[src/rtl/seg_scan_display.sv]
// seg_scan_display: multi-channel binary-to-decimal display driver.
//   Converts each channel value to BCD with an iterative double-dabble engine,
//   serviced round-robin. It time-multiplexes every digit of every channel onto
//   one active-low seven-segment bus that has active-low one-hot digit enables.
// Ports:
//   clk        rising-edge clock
//   rst        asynchronous active-low reset (0 = in reset)
//   in_val     NCH packed channel values, channel c = in_val[c*WIDTH +: WIDTH]
//   hold       freeze display contents once the in-flight conversion commits
//   seg        segments a..g on bits 0..6, active-low, registered
//   dig_en     one-hot active-low digit enable, index c*NDIG + d, registered
//   ovf        per-channel flag: latched value >= 10^NDIG
//   conv_done  one-cycle pulse while a channel result commits
//   conv_ch    channel being committed, valid with conv_done (0 otherwise)
// Timing: LOAD to conv_done takes WIDTH+1 cycles. A full refresh of all
//   channels takes NCH*(WIDTH+2) cycles. seg/dig_en lag the scan index by one
//   cycle.

module seg_scan_display #(
  parameter int NCH      = 3,
  parameter int WIDTH    = 8,
  parameter int NDIG     = 3,
  parameter int SCAN_DIV = 1024,
  parameter int BLANK    = 1
) (
  input  logic                                   clk,
  input  logic                                   rst,
  input  logic [NCH*WIDTH-1:0]                   in_val,
  input  logic                                   hold,
  output logic [6:0]                             seg,
  output logic [NCH*NDIG-1:0]                    dig_en,
  output logic [NCH-1:0]                         ovf,
  output logic                                   conv_done,
  output logic [((NCH > 1) ? $clog2(NCH) : 1)-1:0] conv_ch
);

  localparam int CHW  = (NCH > 1) ? $clog2(NCH) : 1;
  localparam int NIDX = NCH * NDIG;
  localparam int IDXW = (NIDX > 1) ? $clog2(NIDX) : 1;
  localparam int PW   = (SCAN_DIV > 1) ? $clog2(SCAN_DIV) : 1;
  localparam int CNTW = $clog2(WIDTH + 1);
  localparam int BW   = NDIG * 4;

  function automatic logic [63:0] pow10(input int n);
    logic [63:0] p;
    p = 64'd1;
    for (int i = 0; i < n; i++) p = p * 64'd10;
    return p;
  endfunction

  // Values at or above this limit do not fit in NDIG decimal digits.
  localparam logic [63:0] OVF_LIM = pow10(NDIG);

  function automatic logic [6:0] seg7(input logic [3:0] nib);
    logic [6:0] s;
    case (nib)
      4'd0:    s = 7'b1000000;
      4'd1:    s = 7'b1111001;
      4'd2:    s = 7'b0100100;
      4'd3:    s = 7'b0110000;
      4'd4:    s = 7'b0011001;
      4'd5:    s = 7'b0010010;
      4'd6:    s = 7'b0000010;
      4'd7:    s = 7'b1111000;
      4'd8:    s = 7'b0000000;
      4'd9:    s = 7'b0010000;
      default: s = 7'h7F;
    endcase
    return s;
  endfunction

  typedef enum logic [1:0] {
    S_LOAD,
    S_SHIFT,
    S_COMMIT,
    S_HOLD
  } state_t;

  // ---------------------------------------------------------------------------
  // Conversion engine state
  // ---------------------------------------------------------------------------
  state_t            r_state;
  state_t            w_state_nxt;
  logic [CHW-1:0]    r_ptr;
  logic [WIDTH-1:0]  r_bin;
  logic [BW-1:0]     r_bcd;
  logic [CNTW-1:0]   r_cnt;
  logic              r_ovf_nxt;

  // Committed per-channel results
  logic [NIDX*4-1:0] r_digits;
  logic [NCH-1:0]    r_ovf;
  logic [NCH-1:0]    r_valid;   // channel has committed at least once since reset

  // Scan state
  logic [PW-1:0]     r_pre;
  logic [IDXW-1:0]   r_idx;
  logic [6:0]        r_seg;
  logic [NIDX-1:0]   r_dig_en;

  logic [WIDTH-1:0]  w_ld_val;
  logic [BW-1:0]     w_bcd_adj;
  logic [6:0]        w_seg_all [NIDX];
  logic [6:0]        w_seg_sel;
  logic [NIDX-1:0]   w_dig_nxt;

  // Channel mux for the value sampled in LOAD.
  always_comb begin
    w_ld_val = '0;
    for (int c = 0; c < NCH; c++) begin
      if (r_ptr == CHW'(c)) w_ld_val = in_val[c*WIDTH +: WIDTH];
    end
  end

  // Double-dabble correction: any nibble >= 5 gets +3 before the shift so that
  // it carries into the next decade once doubled.
  always_comb begin
    w_bcd_adj = r_bcd;
    for (int n = 0; n < NDIG; n++) begin
      if (r_bcd[n*4 +: 4] >= 4'd5) w_bcd_adj[n*4 +: 4] = r_bcd[n*4 +: 4] + 4'd3;
    end
  end

  // ---------------------------------------------------------------------------
  // FSM: state register and next-state / output decode
  // ---------------------------------------------------------------------------
  always_ff @(posedge clk or negedge rst) begin
    if (!rst) r_state <= S_LOAD;
    else      r_state <= w_state_nxt;
  end

  always_comb begin
    w_state_nxt = r_state;
    conv_done   = 1'b0;
    conv_ch     = '0;
    case (r_state)
      S_LOAD:   w_state_nxt = S_SHIFT;
      S_SHIFT:  if (r_cnt == CNTW'(WIDTH - 1)) w_state_nxt = S_COMMIT;
      S_COMMIT: begin
        conv_done   = 1'b1;
        conv_ch     = r_ptr;
        w_state_nxt = hold ? S_HOLD : S_LOAD;
      end
      S_HOLD:   if (!hold) w_state_nxt = S_LOAD;
      default:  w_state_nxt = S_LOAD;
    endcase
  end

  // ---------------------------------------------------------------------------
  // Conversion datapath and result commit
  // ---------------------------------------------------------------------------
  always_ff @(posedge clk or negedge rst) begin
    if (!rst) begin
      r_ptr     <= '0;
      r_bin     <= '0;
      r_bcd     <= '0;
      r_cnt     <= '0;
      r_ovf_nxt <= 1'b0;
      r_digits  <= '0;
      r_ovf     <= '0;
      r_valid   <= '0;
    end else begin
      case (r_state)
        S_LOAD: begin
          r_bin     <= w_ld_val;
          r_bcd     <= '0;
          r_cnt     <= '0;
          r_ovf_nxt <= (64'(w_ld_val) >= OVF_LIM);
        end
        S_SHIFT: begin
          // Shift {bcd, bin} left by one; the carry out of the top nibble is
          // dropped because out-of-range values are reported through ovf.
          r_bcd <= {w_bcd_adj[BW-2:0], r_bin[WIDTH-1]};
          r_bin <= r_bin << 1;
          r_cnt <= r_cnt + 1'b1;
        end
        S_COMMIT: begin
          for (int c = 0; c < NCH; c++) begin
            if (r_ptr == CHW'(c)) begin
              r_digits[c*BW +: BW] <= r_bcd;
              r_ovf[c]             <= r_ovf_nxt;
              r_valid[c]           <= 1'b1;
            end
          end
          r_ptr <= (r_ptr == CHW'(NCH - 1)) ? '0 : r_ptr + 1'b1;
        end
        default: ;
      endcase
    end
  end

  // ---------------------------------------------------------------------------
  // Per-digit segment decode
  // ---------------------------------------------------------------------------
  for (genvar gc = 0; gc < NCH; gc++) begin : g_ch
    for (genvar gd = 0; gd < NDIG; gd++) begin : g_dig
      localparam int K = gc * NDIG + gd;
      logic [3:0] w_nib;
      logic       w_upper_zero;
      assign w_nib        = r_digits[K*4 +: 4];
      // This digit and every more significant digit of the channel are zero.
      assign w_upper_zero = (r_digits[gc*BW + gd*4 +: (NDIG-gd)*4] == '0);
      assign w_seg_all[K] = !r_valid[gc]                           ? 7'h7F :
                            r_ovf[gc]                              ? 7'b0111111 :
                            ((BLANK != 0) && (gd > 0) && w_upper_zero) ? 7'h7F :
                                                                     seg7(w_nib);
    end
  end

  always_comb begin
    w_seg_sel = 7'h7F;
    w_dig_nxt = '1;
    for (int k = 0; k < NIDX; k++) begin
      if (r_idx == IDXW'(k)) begin
        w_seg_sel    = w_seg_all[k];
        w_dig_nxt[k] = 1'b0;
      end
    end
  end

  // ---------------------------------------------------------------------------
  // Scan prescaler, index and registered outputs
  // ---------------------------------------------------------------------------
  always_ff @(posedge clk or negedge rst) begin
    if (!rst) begin
      r_pre    <= '0;
      r_idx    <= '0;
      r_seg    <= 7'h7F;
      r_dig_en <= '1;
    end else begin
      if (r_pre == PW'(SCAN_DIV - 1)) begin
        r_pre <= '0;
        r_idx <= (r_idx == IDXW'(NIDX - 1)) ? '0 : r_idx + 1'b1;
      end else begin
        r_pre <= r_pre + 1'b1;
      end
      // Segments and enable update together from one registered decode, so
      // a commit on the scanned channel shows up cleanly on the next cycle.
      r_seg    <= w_seg_sel;
      r_dig_en <= w_dig_nxt;
    end
  end

  assign seg    = r_seg;
  assign dig_en = r_dig_en;
  assign ovf    = r_ovf;

endmodule

[config.mk]
export PLATFORM = sky130hd
export DESIGN_NAME = seg_scan_display
export DESIGN_NICKNAME = d
export VERILOG_FILES = /design/src/rtl/seg_scan_display.sv
export SDC_FILE = /design/constraint.sdc
export NUM_CORES = 1
export LEC_CHECK = 0
export CELL_PAD_IN_SITES_DETAIL_PLACEMENT = 1
export CELL_PAD_IN_SITES_GLOBAL_PLACEMENT = 2
export CORE_AREA = 2 2 103 204
export DETAILED_ROUTE_END_ITERATION = 8
export DIE_AREA = 0 0 105 206
export PLACE_DENSITY = 0.82
export SYNTH_ARGS = -nofsm -noshare
export SYNTH_HDL_FRONTEND = slang
export SYNTH_SLANG_ARGS = --single-unit
[constraint.sdc]
create_clock -name clk -period 2.1 [get_ports clk]
set_clock_uncertainty 0.1 [all_clocks]
set_input_delay 0.42 -clock clk [delete_from_list [all_inputs] [get_ports clk]]
set_output_delay 0.42 -clock clk [all_outputs]
set_load 0.005 [all_outputs]
### Yosys cells after proc, flatten, opt, wreduce, memory -nomap -nowiden

Memories as Yosys holds them, arrays and structs flattened.
Cells that the tools add are included.

* output and inout bits: 22
* bits in registers: 97
* memories kept: 9
* ROM bits: 1008

Memories
* (name not given): words 16, bits a word 7, rd ports 1, clocked after Yosys merged registers in 0, wr ports 0, line 56 `case (nib)`
* (name not given): words 16, bits a word 7, rd ports 1, clocked after Yosys merged registers in 0, wr ports 0, line 56
* (name not given): words 16, bits a word 7, rd ports 1, clocked after Yosys merged registers in 0, wr ports 0, line 56
* (name not given): words 16, bits a word 7, rd ports 1, clocked after Yosys merged registers in 0, wr ports 0, line 56
* (name not given): words 16, bits a word 7, rd ports 1, clocked after Yosys merged registers in 0, wr ports 0, line 56
* (name not given): words 16, bits a word 7, rd ports 1, clocked after Yosys merged registers in 0, wr ports 0, line 56
* 3 more memories

* reductions and logical operators: 14
* add/subtract/negate cells: 7
* multiplexer cells: 51
* $lt $le $gt $ge: 3
* equality and inequality tests: 17

Operator list (count)
* $mux 7: 24
* $logic_not 8->1: 3
* $mux 8: 3
* $pmux 12 s2: 1
* $eq 4x3->1 const B: 5
* $logic_not 4->1: 4
* $pmux 8 s2: 1
* $ge 4x3->1 const B: 3
* $mux 4: 3
* $add 10x1->10 const B: 1
* $eq 10x10->1 const B: 1
* $mux 1: 10
* $mux 10: 1
* $mux 2: 5
* $add 4x1->4 const B: 2
* $add 4x2->4 const B: 2
* $eq 4x2->1 const B: 2
* $pmux 2 s4: 1
* $pmux 4 s2: 1
* $reduce_and 2->1: 4
* $eq 2x2->1 const B: 3
* $eq 2x1->1 const B: 2
* $eq 4x1->1 const B: 1
* $eq 4x4->1 const B: 1
* other kinds (6): 8

### Logic depth before layout (Yosys ltp)

* depth after elaboration: 11
* depth in mapped cells: 9

### Worst setup path after synthesis

Ideal clock, no wire load.

* path kind: reg2reg
* start: reg r_digits[33]
* end: reg r_seg[6] (netlist: seg[6])
* setup time: 0.081 ns
* path slack: 0.025 ns
* stages on the path, launching flop included: 9
* clock period less this slack: 2.075 ns
* data arrival time: 1.894 ns
* path buffers: 0
* cell sequence: dfrtp_1 inv_1 ha_1 or3b_1 o211ai_2 a21oi_1 o21ai_0 nor2_1 a211oi_2

* word-level cells in the longest chain between the ends: 5
* elaborated cells between the ends (all ways): 9

RTL lines
* start, declared: line 91 `logic [NIDX*4-1:0] r_digits;`
* start signal, assigned by index: line 180 `r_digits[c*BW +: BW] <= r_bcd;`
* parallel branches: the longest is 4 deep, another holds $mem_v2 16x7
* $mux 7 (*): line 214 `if (r_idx == IDXW'(k)) begin`
* net w_seg_sel[6]: line 104 `logic [6:0] w_seg_sel;`
* end signal, assigned: line 239 `r_seg <= w_seg_sel;`
* end, declared: line 98 `logic [6:0] r_seg;`

Mark *: on every way through the listed nets, which the timed path passes.
A chain may end at the register's enable or synchronous reset.

### Final worst setup path

* start: reg r_digits[9]
* end: reg r_seg[6] (netlist: seg[6])

* word-level cells in the longest chain between the ends: 11
* elaborated cells between the ends (all ways): 15

RTL lines (line)
* parallel branches: the longest is 4 deep, another holds $mem_v2 16x7
* $mux 7 (*) (7 in series): 214
* net w_seg_sel[6]: 104

Marked as above.

==> impl.org <==
** Global routing
- Initial antenna violation count :: 0
- Congestion Overflow GR :: 0
- Wire length of the first global-routing pass :: 32.3 mm
- The number of global-route vias before repair came to 6,190.
- Global routing used 18.6% of the available tracks across all layers.
- Largest net degree at the start of global routing :: 40

** STA
- After layout, the worst setup slack is -31.6 ps.
- Max Freq :: 469 MHz
- At the pin with the least slew margin, the transition time is 485 ps.
- Final critical-path required period :: 2130 ps
- Slew margin rel. :: 67.3%
- Setup repair after global routing could not meet its margin everywhere.
- Final-report setup violation count :: 5
- Minimum hold slack :: 383 ps
- Post-Route Setup TNS :: -88.5 ps
- The hold violation count in the final report is 0.
- Final period util :: 102%
- Max Slew Vio Count :: 0

** Synthesis
- Register bit count reported by yosys :: 97
- The synthesized design contains 0 enable-type register cells.
- Dividing the synthesized area by the synthesized cell count gives 8.69 sq um.
- Prevailing post-synth register cell :: sky130_fd_sc_hd__dfrtp_1
- Synthesis warning total :: 0
- Synth unique cells :: 63
- Sequential-to-total area share from yosys stat :: 37.8%
- FFs w/ async S/R, synth :: 100%
- Post-synthesis instance area :: 0.00648 sq mm
- Number of instances in the synthesized netlist :: 745

** Worst setup path
- R2R cell count :: 8
- For flop-to-flop paths, the worst setup slack is -30 ps.
- Highest net fanout along the worst path :: 6
- CP Data Required Time :: 2260 ps
- Critical path class :: reg -> reg
- STA classifies the critical path endpoint as a flop.
- Critical Path Start Type :: flop
- Worst Path Arrival :: 2290 ps

** Cells and area
- Antenna Diode Count :: 0
- Fill cell count :: 2,412
- Compared with the post-synthesis result, the final layout area differs by 25.7%.
- Layout cell share with drive strength beyond 1 :: 19.8%
- At the end of the flow, the number of nets in the layout was 923.

** Run
- Across the run, the number of max-cap violations was 0.

** Floorplanning
- Chip Width :: 105 microns
- Effective utilization at floorplan :: 32.1%
- Core region area :: 0.0202 sq mm
- Die span in y :: 206 microns
- Number of core rows :: 74
- I/O pin count :: 49
- The die covers 0.0216 sq mm.

** Worst hold path
- Type of the tightest min-delay check :: reg -> reg
- Depth of the worst hold-timing path :: 1

** Route
- The routed layout has 5,689 vias.
- After detailed routing, the average wire length per cell comes to 17.5 microns.
- Wires add up to 19.4 mm.
- Routed vias/inst :: 5.13
- DRT Pass-1 Iters :: 4
- After the first detailed-routing iteration, the DRC count stood at 226.
- Antenna-violating nets left :: 0
- In the routed design, unresolved DRC markers number 0.

** Clock tree
- Clk Tree Root Cell :: sky130_fd_sc_hd__clkbuf_16
- TritonCTS built the clock tree.
- No sink is reached through more buffers than the 2 on the longest clock path.
- Number of clock buffers inserted by TritonCTS :: 9
- Total number of clock tree sinks :: 97
- CTS H-tree lvls :: 3
- Clock-pin slew was measured on the worst setup and hold paths at 70 ps.
- The clock reaches the later pin of the worst-skew pair after 350 ps.

** Run status
- The flow ran to the end, but the final reports show violations.
- The final reports fail on negative setup slack.

** Place
- Post-detail-place hpwl :: 15.0 mm
- Count of buffers from port buffering :: 45
- The congestion estimate from routability-driven global placement came to 0.873.

** Power
- Worst IR Drop VDD :: 0.628 mV
- Power spread over the standard cell area amounts to 1050 mW/mm^2.
- P_leak :: 0.00359 uW
## area by class of cell
| type | count | area, sq um | share of cell area (%) |
|---|---|---|---|
| Clock inverter | 6 | 53.8 | 0.661 |
| Inverter | 44 | 168 | 2.06 |
| Tap cell | 266 | 333 | 4.09 |
| Clock buffer | 10 | 239 | 2.93 |
| Sequential cell | 97 | 2450 | 30.1 |
| Multi-Input combinational cell | 562 | 3790 | 46.5 |
| Timing Repair Buffer | 125 | 1110 | 13.7 |
## worst paths after layout
path | start | end
min in group asynchronous | rst | r_digits[0]
hold / removal | r_pre[4] | r_pre[4]
max in group asynchronous | rst | seg[2]
setup reg to reg | r_digits[9] | seg[6]
hold reg to reg | r_pre[4] | r_pre[4]
setup / recovery | r_digits[9] | seg[6]
## sequential cells by signal, summed over array words and instances, names as in the netlist
register,cells
r_bcd,12
seg,7
r_idx,4
r_valid,3
dig_en,9
r_pre,10
r_cnt,4
r_ptr,2
r_bin,8
r_digits,36
r_state,2
## power breakdown
group          total [uW]  leakage [uW]  internal (uW)  switching [uW]
Combinational        3920       0.00224           1790            2130
Clock                1660      0.000148            866             799
Sequential           2930       0.00121           2330             600
## metal layers
| metal | vias up | track usage [%] | wire, microns |
|---|---|---|---|
| met5 | - | 0 | 0 |
| met4 | 0 | 5.24 | 461 |
| met3 | 25 | 2.05 | 460 |
| met2 | 97 | 34.3 | 10300 |
| met1 | 2810 | 22.7 | 8240 |
| li1 | 2757 | - | - |
## cells in the mapped netlist (9+ instances only)
master	count	area (sq um)
sky130_fd_sc_hd__dfstp_2	16	420
sky130_fd_sc_hd__mux2_2	16	180
sky130_fd_sc_hd__ha_1	57	713
sky130_fd_sc_hd__o21ai_0	103	515
sky130_fd_sc_hd__o22ai_1	10	62.6
sky130_fd_sc_hd__dfrtp_1	81	2030
sky130_fd_sc_hd__inv_1	40	150
sky130_fd_sc_hd__nand2_1	90	338
sky130_fd_sc_hd__nand3_1	10	50.1
sky130_fd_sc_hd__mux2i_1	18	180
sky130_fd_sc_hd__nand2b_1	27	169
sky130_fd_sc_hd__nor3b_1	9	67.6
sky130_fd_sc_hd__nor2b_1	11	68.8
sky130_fd_sc_hd__a21oi_1	57	285
sky130_fd_sc_hd__clkbuf_1	34	128
sky130_fd_sc_hd__nor2_1	37	139
sky130_fd_sc_hd__nor3_1	13	65.1
## repair_timing
action                                  in CTS  in global routing
gates resized for setup                     20                 17
hold buffers                                 1                  0
buffers inserted                             3                  0
pin swaps                                    5                 17
endpoints found under the setup margin      10                  8
hold endpoints to repair                    17                  0
## cell families (layout without fill, tap and decap cells)
family	count (synthesis)	after routing	synth area share, %
other	1	3	0.0579
flip-flops	97	97	37.8
adder cells (fa/ha/maj)	57	57	11.0
buffers and inverters	88	185	5.56
AO/OA/AOI/OAI	230	230	21.1
multiplexers	34	34	5.56
AND/OR/NAND/NOR	226	226	17.3
XOR/XNOR	12	12	1.62
## through the flow
| step | cells | utilization, % | area, sq um | worst slack [ps] | power, uW |
|---|---|---|---|---|---|
| after CTS | 1110 | 40.1 | 8090 | -45.1 | 8530 |
| final | 1110 | 40.3 | 8140 | -31.6 | 8520 |
| after global placement | 1090 | 38.1 | 7680 | -129 | 6620 |
| after floorplan | 747 | - | 6480 | 25.1 | 5220 |
| after detailed placement | 1090 | 38.1 | 7680 | -176 | 6770 |
| after global routing | 1110 | 40.3 | 8140 | -140 | 9180 |
## cells in the final DEF (no fill, tap or decap), drive strengths merged, types with 10 or more instances in the layout
cell type	count
nor3	13
buf	80
o22ai	10
mux2i	18
mux2	16
nand3	10
clkdlybuf4s50	42
nand2b	27
dfstp	16
inv	49
nand2	90
ha	57
a21oi	57
nor3b	10
nor2	37
clkbuf	10
dfrtp	81
nor2b	11
o21ai	104
## critical path, stage by stage (launching register included)
cell and delay [ps]:
sky130_fd_sc_hd__dfrtp_1 420, sky130_fd_sc_hd__inv_1 90, sky130_fd_sc_hd__ha_1 270, sky130_fd_sc_hd__or2_2 220, sky130_fd_sc_hd__nor3_1 60, sky130_fd_sc_hd__o31ai_1 290
sky130_fd_sc_hd__a21oi_1 120, sky130_fd_sc_hd__a211o_1 310, sky130_fd_sc_hd__a211oi_2 190
Note: power is estimated with default switching activity, not from simulation.
